===== src/rtl/alu_cmd_sequencer.sv =====
// Clocked command/result wrapper around an external combinational ALU.
// Commands read operands from a small register file or an immediate; results are written back and published.
module alu_cmd_sequencer #(
  parameter int unsigned WIDTH = 8,
  parameter int unsigned NREG  = 4,
  parameter int unsigned RAW   = 2
) (
  input  logic             CLK,
  input  logic             RST,
  input  logic             CMD_VALID,
  output logic             CMD_READY,
  input  logic             CMD_LOAD,
  input  logic [2:0]       CMD_MODE,
  input  logic [RAW-1:0]   CMD_SRCA,
  input  logic [RAW-1:0]   CMD_SRCB,
  input  logic             CMD_USE_IMM,
  input  logic [WIDTH-1:0] CMD_IMM,
  input  logic [RAW-1:0]   CMD_DST,
  output logic [WIDTH-1:0] ALU_A,
  output logic [WIDTH-1:0] ALU_B,
  output logic [2:0]       ALU_MODE,
  input  logic [WIDTH-1:0] ALU_OUT,
  output logic             RES_VALID,
  input  logic             RES_READY,
  output logic [WIDTH-1:0] RES_DATA,
  output logic [RAW-1:0]   RES_DST,
  output logic             BUSY
);

  typedef enum logic [1:0] {
    S_IDLE = 2'd0,
    S_EXEC = 2'd1,
    S_WB   = 2'd2
  } state_t;

  state_t           r_state;
  logic [WIDTH-1:0] r_regs [NREG];
  logic [WIDTH-1:0] r_alu_a;
  logic [WIDTH-1:0] r_alu_b;
  logic [2:0]       r_alu_mode;
  logic [RAW-1:0]   r_dst;
  logic [WIDTH-1:0] r_res_data;
  logic [RAW-1:0]   r_res_dst;
  logic             r_res_valid;
  logic             r_busy;
  logic             w_cmd_ready;
  logic             w_accept;

  // Ready is gated by RST so a command presented during reset is never taken.
  assign w_cmd_ready = (r_state == S_IDLE) && !RST;
  assign w_accept    = CMD_VALID && w_cmd_ready;

  assign CMD_READY = w_cmd_ready;
  assign ALU_A     = r_alu_a;
  assign ALU_B     = r_alu_b;
  assign ALU_MODE  = r_alu_mode;
  assign RES_VALID = r_res_valid;
  assign RES_DATA  = r_res_data;
  assign RES_DST   = r_res_dst;
  assign BUSY      = r_busy;

  always_ff @(posedge CLK or posedge RST) begin
    if (RST) begin
      r_state     <= S_IDLE;
      r_alu_a     <= '0;
      r_alu_b     <= '0;
      r_alu_mode  <= '0;
      r_dst       <= '0;
      r_res_data  <= '0;
      r_res_dst   <= '0;
      r_res_valid <= 1'b0;
      r_busy      <= 1'b0;
      for (int unsigned i = 0; i < NREG; i++) begin
        r_regs[i] <= '0;
      end
    end else begin
      case (r_state)
        S_IDLE: begin
          if (w_accept) begin
            r_busy <= 1'b1;
            if (CMD_LOAD) begin
              r_res_data      <= CMD_IMM;
              r_res_dst       <= CMD_DST;
              r_regs[CMD_DST] <= CMD_IMM;
              r_res_valid     <= 1'b1;
              r_state         <= S_WB;
            end else begin
              r_alu_a    <= r_regs[CMD_SRCA];
              r_alu_b    <= CMD_USE_IMM ? CMD_IMM : r_regs[CMD_SRCB];
              r_alu_mode <= CMD_MODE;
              r_dst      <= CMD_DST;
              r_state    <= S_EXEC;
            end
          end
        end
        S_EXEC: begin
          r_res_data    <= ALU_OUT;
          r_res_dst     <= r_dst;
          r_regs[r_dst] <= ALU_OUT;
          r_res_valid   <= 1'b1;
          r_state       <= S_WB;
        end
        S_WB: begin
          if (RES_READY) begin
            r_res_valid <= 1'b0;
            r_busy      <= 1'b0;
            r_state     <= S_IDLE;
          end
        end
        default: begin
          r_res_valid <= 1'b0;
          r_busy      <= 1'b0;
          r_state     <= S_IDLE;
        end
      endcase
    end
  end

endmodule

===== config.mk =====
export PLATFORM = sky130hd
export DESIGN_NAME = alu_cmd_sequencer
export DESIGN_NICKNAME = d
export VERILOG_FILES = /design/src/rtl/alu_cmd_sequencer.sv
export SDC_FILE = /design/constraint.sdc
export NUM_CORES = 1
export LEC_CHECK = 0
export ABC_CLOCK_PERIOD_IN_PS = 2600
export CORE_MARGIN = 2
export CORE_UTILIZATION = 37
export CTS_CLUSTER_SIZE = 28
export DETAILED_ROUTE_END_ITERATION = 10
export GPL_ROUTABILITY_DRIVEN = 0
export GPL_TIMING_DRIVEN = 0
export PLACE_DENSITY = 0.71
export SLEW_MARGIN = 20
export SYNTH_ARGS = -nofsm -noshare
export SYNTH_HDL_FRONTEND = slang
export SYNTH_SLANG_ARGS = --single-unit
export TNS_END_PERCENT = 1

===== constraint.sdc =====
create_clock -name CLK -period 2.6 [get_ports CLK]
set_clock_uncertainty 0.05 [all_clocks]
set_input_delay 0.26 -clock CLK [delete_from_list [all_inputs] [get_ports CLK]]
set_output_delay 0.26 -clock CLK [all_outputs]
set_load 0.1 [all_outputs]

Word level (Yosys, flattened, before mapping):

Cells that the tools add are included.

* add/sub/neg operators: 0
* multiply operators: 0
* div/mod/pow operators: 0
* $lt $le $gt $ge: 6
* eq/ne operators: 5
* shift-type cells: 0
* muxes and demuxes: 32
* bitwise logic cells: 6
* reduce and logical (&&, ||, !) cells: 12

Operator list (number)
* $mux 8: 9
* $bwmux 32: 2
* $mux 32: 2
* $pmux 32 s2: 1
* $bmux 8 s2: 2
* $demux 8 s2: 2
* $pmux 8 s2: 1
* $ge 3x3->1 const B: 4
* $not 2->3: 4
* $reduce_and 3->1: 4
* $mux 2: 5
* $lt 3x1->1 const B: 2
* $ne 2x2->1 const B: 3
* $pmux 1 s3: 2
* $pmux 2 s3: 1
* $logic_and 1x1->1: 4
* $mux 1: 4
* $pmux 2 s2: 1
* $eq 2x1->1 const B: 1
* $eq 2x2->1 const B: 1
* $logic_not 2->1: 1
* $not 1->1: 2
* $reduce_and 2->1: 1
* $reduce_bool 2->1: 1
* $logic_not 1->1: 1

* bits in registers: 67
* latch bits: 0
* RAM bits: 0
* memory bits (read-only): 0
* bits of input ports: 31
* output and inout port bits: 32
* logic and storage cells: 74
* memories: 0

Longest topological paths before layout:

* depth in word-level cells: 9
* mapped depth: 7
* mapped depth without buffers: 4

Worst setup path after synthesis:

Ideal clock, no wire load.

* path type: flip-flop to output port
* start: register r_state[1]
* end: output CMD_READY
* arrival time: 2574 ps
* required time: 2290 ps
* slack: -284 ps
* stages on the path, launching flop included: 3
* path buffers: 1
* path through: dfrtp_1 -> buf_4 -> nor3_1

* cells in the longest elaborated chain, start to end: 2

Ends and longest elaborated chain
* start: declaration: line 36 `state_t r_state;`
* start signal: assignment: line 64 `r_state <= S_IDLE;`
* start signal: assignment: line 86 `r_state <= S_WB;`
* start signal: assignment: line 92 `r_state <= S_EXEC;`
* $logic_not 2->1: line 50 `assign w_cmd_ready = (r_state == S_IDLE) && !RST;`
* $logic_and 1x1->1: line 50
* end: declaration: line 11 `output logic CMD_READY,`

Every way passes these cells.

Worst setup path in the final report:

Ends and elaborated chain as after synthesis.

==> metrics.yaml <==
clock_network:
  cts_tree: "yes"
  cts_root_buffer: "clkbuf_8"
  insertion_delay_ns: 0.35
  cts_num_sinks: 67
  clk_pin_slew_ns: 0.07
  post_cts_buffers: 0
  cts_buffers: 9
  htreeDepth: 3
  clockBufferDepth: 2
  cts_hold_buffers: 0
  ctsResizeCount: 0
sta:
  maxSlewHeadroom_pct: 23.7
  finalSetupViolations: 0
  worst_slew_pin_slew_ns: 1.13
  fmax_ghz: 0.403
  layout_setup_ws_ns: 0.119
  finalCriticalPeriod_ns: 2.48
  hold_violations: 0
  final.period_utilization_pct: 95.4
  rsz0062_at_grt: "false"
  slew_viol_final: 0
route:
  wl_per_cell_um: 20.3
  postRouteAntennaNets: 0
  drtIter0Drc: 154
  via_count: 2804
  via_per_inst: 5.70
  drc: 0
  first_pass_iters: 5
  wl_mm: 9.97
grt:
  antenna_found_initial: 0
  overflow: 0
  grt_pass1_vias: 2886
  grt_pass1_wl_mm: 15.7
  grt_max_degree: 50
  grtUsageTotal_pct: 20.3
finish:
  fillCellCount: 854
  nNetsFinal: 390
  seqCellArea_sq_um: 1680
  syn_to_final_growth_pct: 26.7
  drive_above_1_share_pct: 20.7
  fin_area_sq_um: 4490
  fin_util_pct: 48.3
  multi_input_area_sq_um: 1750
  diodes: 0
power:
  ir_worst_vdd_mv: 0.913
  cellPowerDensity_nw_per_um2: 1310
  leakagePower_nw: 1.82
synthesis:
  synth_edf_count: 0
  ys_types: 38
  synth_common_cells: "67 x dfrtp_1, 26 x mux2i_1, 21 x mux2_2"
  syn_avg_cell_area_sq_um: 12.2
  synth_warnings: 0
  synth_most_common_cell: "dfrtp_1"
  synth_area_sq_um: 3540
  synth_cells: 290
  ys_seq_area_share_pct: 47.3
  synth_top_area_share_pct: 47.3
  async_reset_ff_share_pct: 100
  yosys.area.top_type: "dfrtp_1"
  synth_area_leaders: "dfrtp_1 47%, mux2i_1 7.3%, mux2_2 6.7%"
  synth_ff_type: "dfrtp_1"
  synth_nets: 321
  synth_seq_cells: 67
setup_path:
  r2r_end: "r_regs[29]"
  setup.worst_path.class: "flip-flop to output port"
  r2r_setup_slack_ns: 0.35
  r2r_start: "r_state[0]"
  path_cells: "buf_4 > nor3_2 > clkdlybuf4s50_1"
  worst_r2r_path_depth: 4
  cpPeakStageDelay_ns: 1.14
  required_ns: 2.29
  start_kind: "flip-flop"
  slowest_stage: "clkdlybuf4s50_1"
  path_delay_family: "buffers and inverters"
  path_buf_inv: 2
  cp_max_fo: 9
  cp.arrival_ns: 2.17
  endpoint_kind: "output port"
floorplan:
  die-area_sq_um: 10400
  core_area_sq_um: 9280
  die_y_um: 102
  placementRows: 35
  die_width_um: 102
  design.portCount: 63
  start_util_pct: 38.2
run_status:
  status: "finished clean"
worst_hold_path:
  holdCritPathClass: "input pin to asynchronous set/reset pin"
job:
  maxCapViolCount: 0
placement:
  dpl.hpwl_mm: 6.86
  dpl_cell_area_sq_um: 4310
  portBuffers: 57
  dp_slack_ns: 0.0843
[layout make-up]
class                      instances  share of cell area (%)
tap                              129                    3.60
timing repair buffer              58                    13.3
multi-input combinational        199                    39.1
inverter                           2                   0.223
clock buffer                      13                    3.76
sequential                        67                    37.4
clock inverter                     2                   0.223
buffer                            22                    2.45
[registers in the layout, indices dropped and copies added, names as in the netlist]
name and count:
ALU_A 8, r_state 2, RES_VALID 1, RES_DST 2, ALU_MODE 3, BUSY 1
ALU_B 8, r_regs 32, r_dst 2, RES_DATA 8
[power by group]
| part | internal, mW | switching [mW] | leakage (nW) |
|---|---|---|---|
| Clock | 0.417 | 0.398 | 0.0953 |
| Sequential | 1.48 | 0.315 | 0.851 |
| Combinational | 0.932 | 2.32 | 0.872 |
[worst reg2reg max path: cells and delay by family (launching register included)]
family / cells / cell delay (ns)
flip-flops: 1 / 0.45
AO/OA/AOI/OAI: 2 / 0.60
AND/OR/NAND/NOR: 1 / 0.87
buffers and inverters: 1 / 0.16
[worst max path at each step]
stage                     from           to  slack, ns  depth (start not counted)
floorplan                  RST     ALU_A[0]      -0.23                          4
global placement           RST  ALU_MODE[1]      -1.48                          5
detailed placement         RST     ALU_A[0]       0.08                          6
CTS                 r_state[1]    CMD_READY       0.11                          3
global route        r_state[1]    CMD_READY       0.06                          3
finish              r_state[1]    CMD_READY       0.12                          3
[cells by family (layout without fill, tap and decap cells)]
kind of cell	after synthesis	in the layout	synth area share (%)
buffers and inverters	24	97	3.32
muxes	63	63	22.5
DFF	67	67	47.3
and+or+nand+nor	52	52	8.27
AOI/OAI and AO/OA	84	84	18.6
[cell usage in the layout (no fill, tap or decap), drive strengths merged]
cell           instances
dfrtp                 67
clkdlybuf4s50         57
mux2                  29
mux2i                 26
clkbuf                25
nor2                  19
a32o                  17
a22oi                 16
o2bb2ai               16
o21ai                 14
nand2                 11
buf                   11
nor3                  10
a21oi                  9
a211oi                 8
mux4                   8
nor3b                  3
o21a                   2
clkinv                 2
inv                    2
nor2b                  2
nand3b                 1
a21o                   1
and4b                  1
nand2b                 1
and2                   1
and3                   1
and3b                  1
nor4                   1
a21boi                 1
[routing by layer]
layer / vias up / track usage [%] / routed length, um
met2: 102 / 32.2 / 4760
met3: 12 / 4.79 / 544
li1: 1262 / - / -
met1: 1428 / 28.0 / 4540
met4: 0 / 6.15 / 127
met5: - / 0 / 0
[stage by stage]
| stage | instances | hold WS (ns) | setup TNS [ns] | total power [mW] |
|---|---|---|---|---|
| 6_report | 492 | 0.231 | 0 | 5.87 |
| 5_1_grt | 492 | 0.274 | 0 | 6.11 |
| 4_1_cts | 492 | 0.245 | 0 | 5.88 |
| 3_5_place_dp | 477 | 0.424 | 0 | 5.07 |
| 3_3_place_gp | 476 | 0.422 | -73.86 | 5.01 |
| 2_1_floorplan | 290 | 0.362 | -3.31 | 4.25 |
Note: power is estimated with default switching activity, not from simulation.
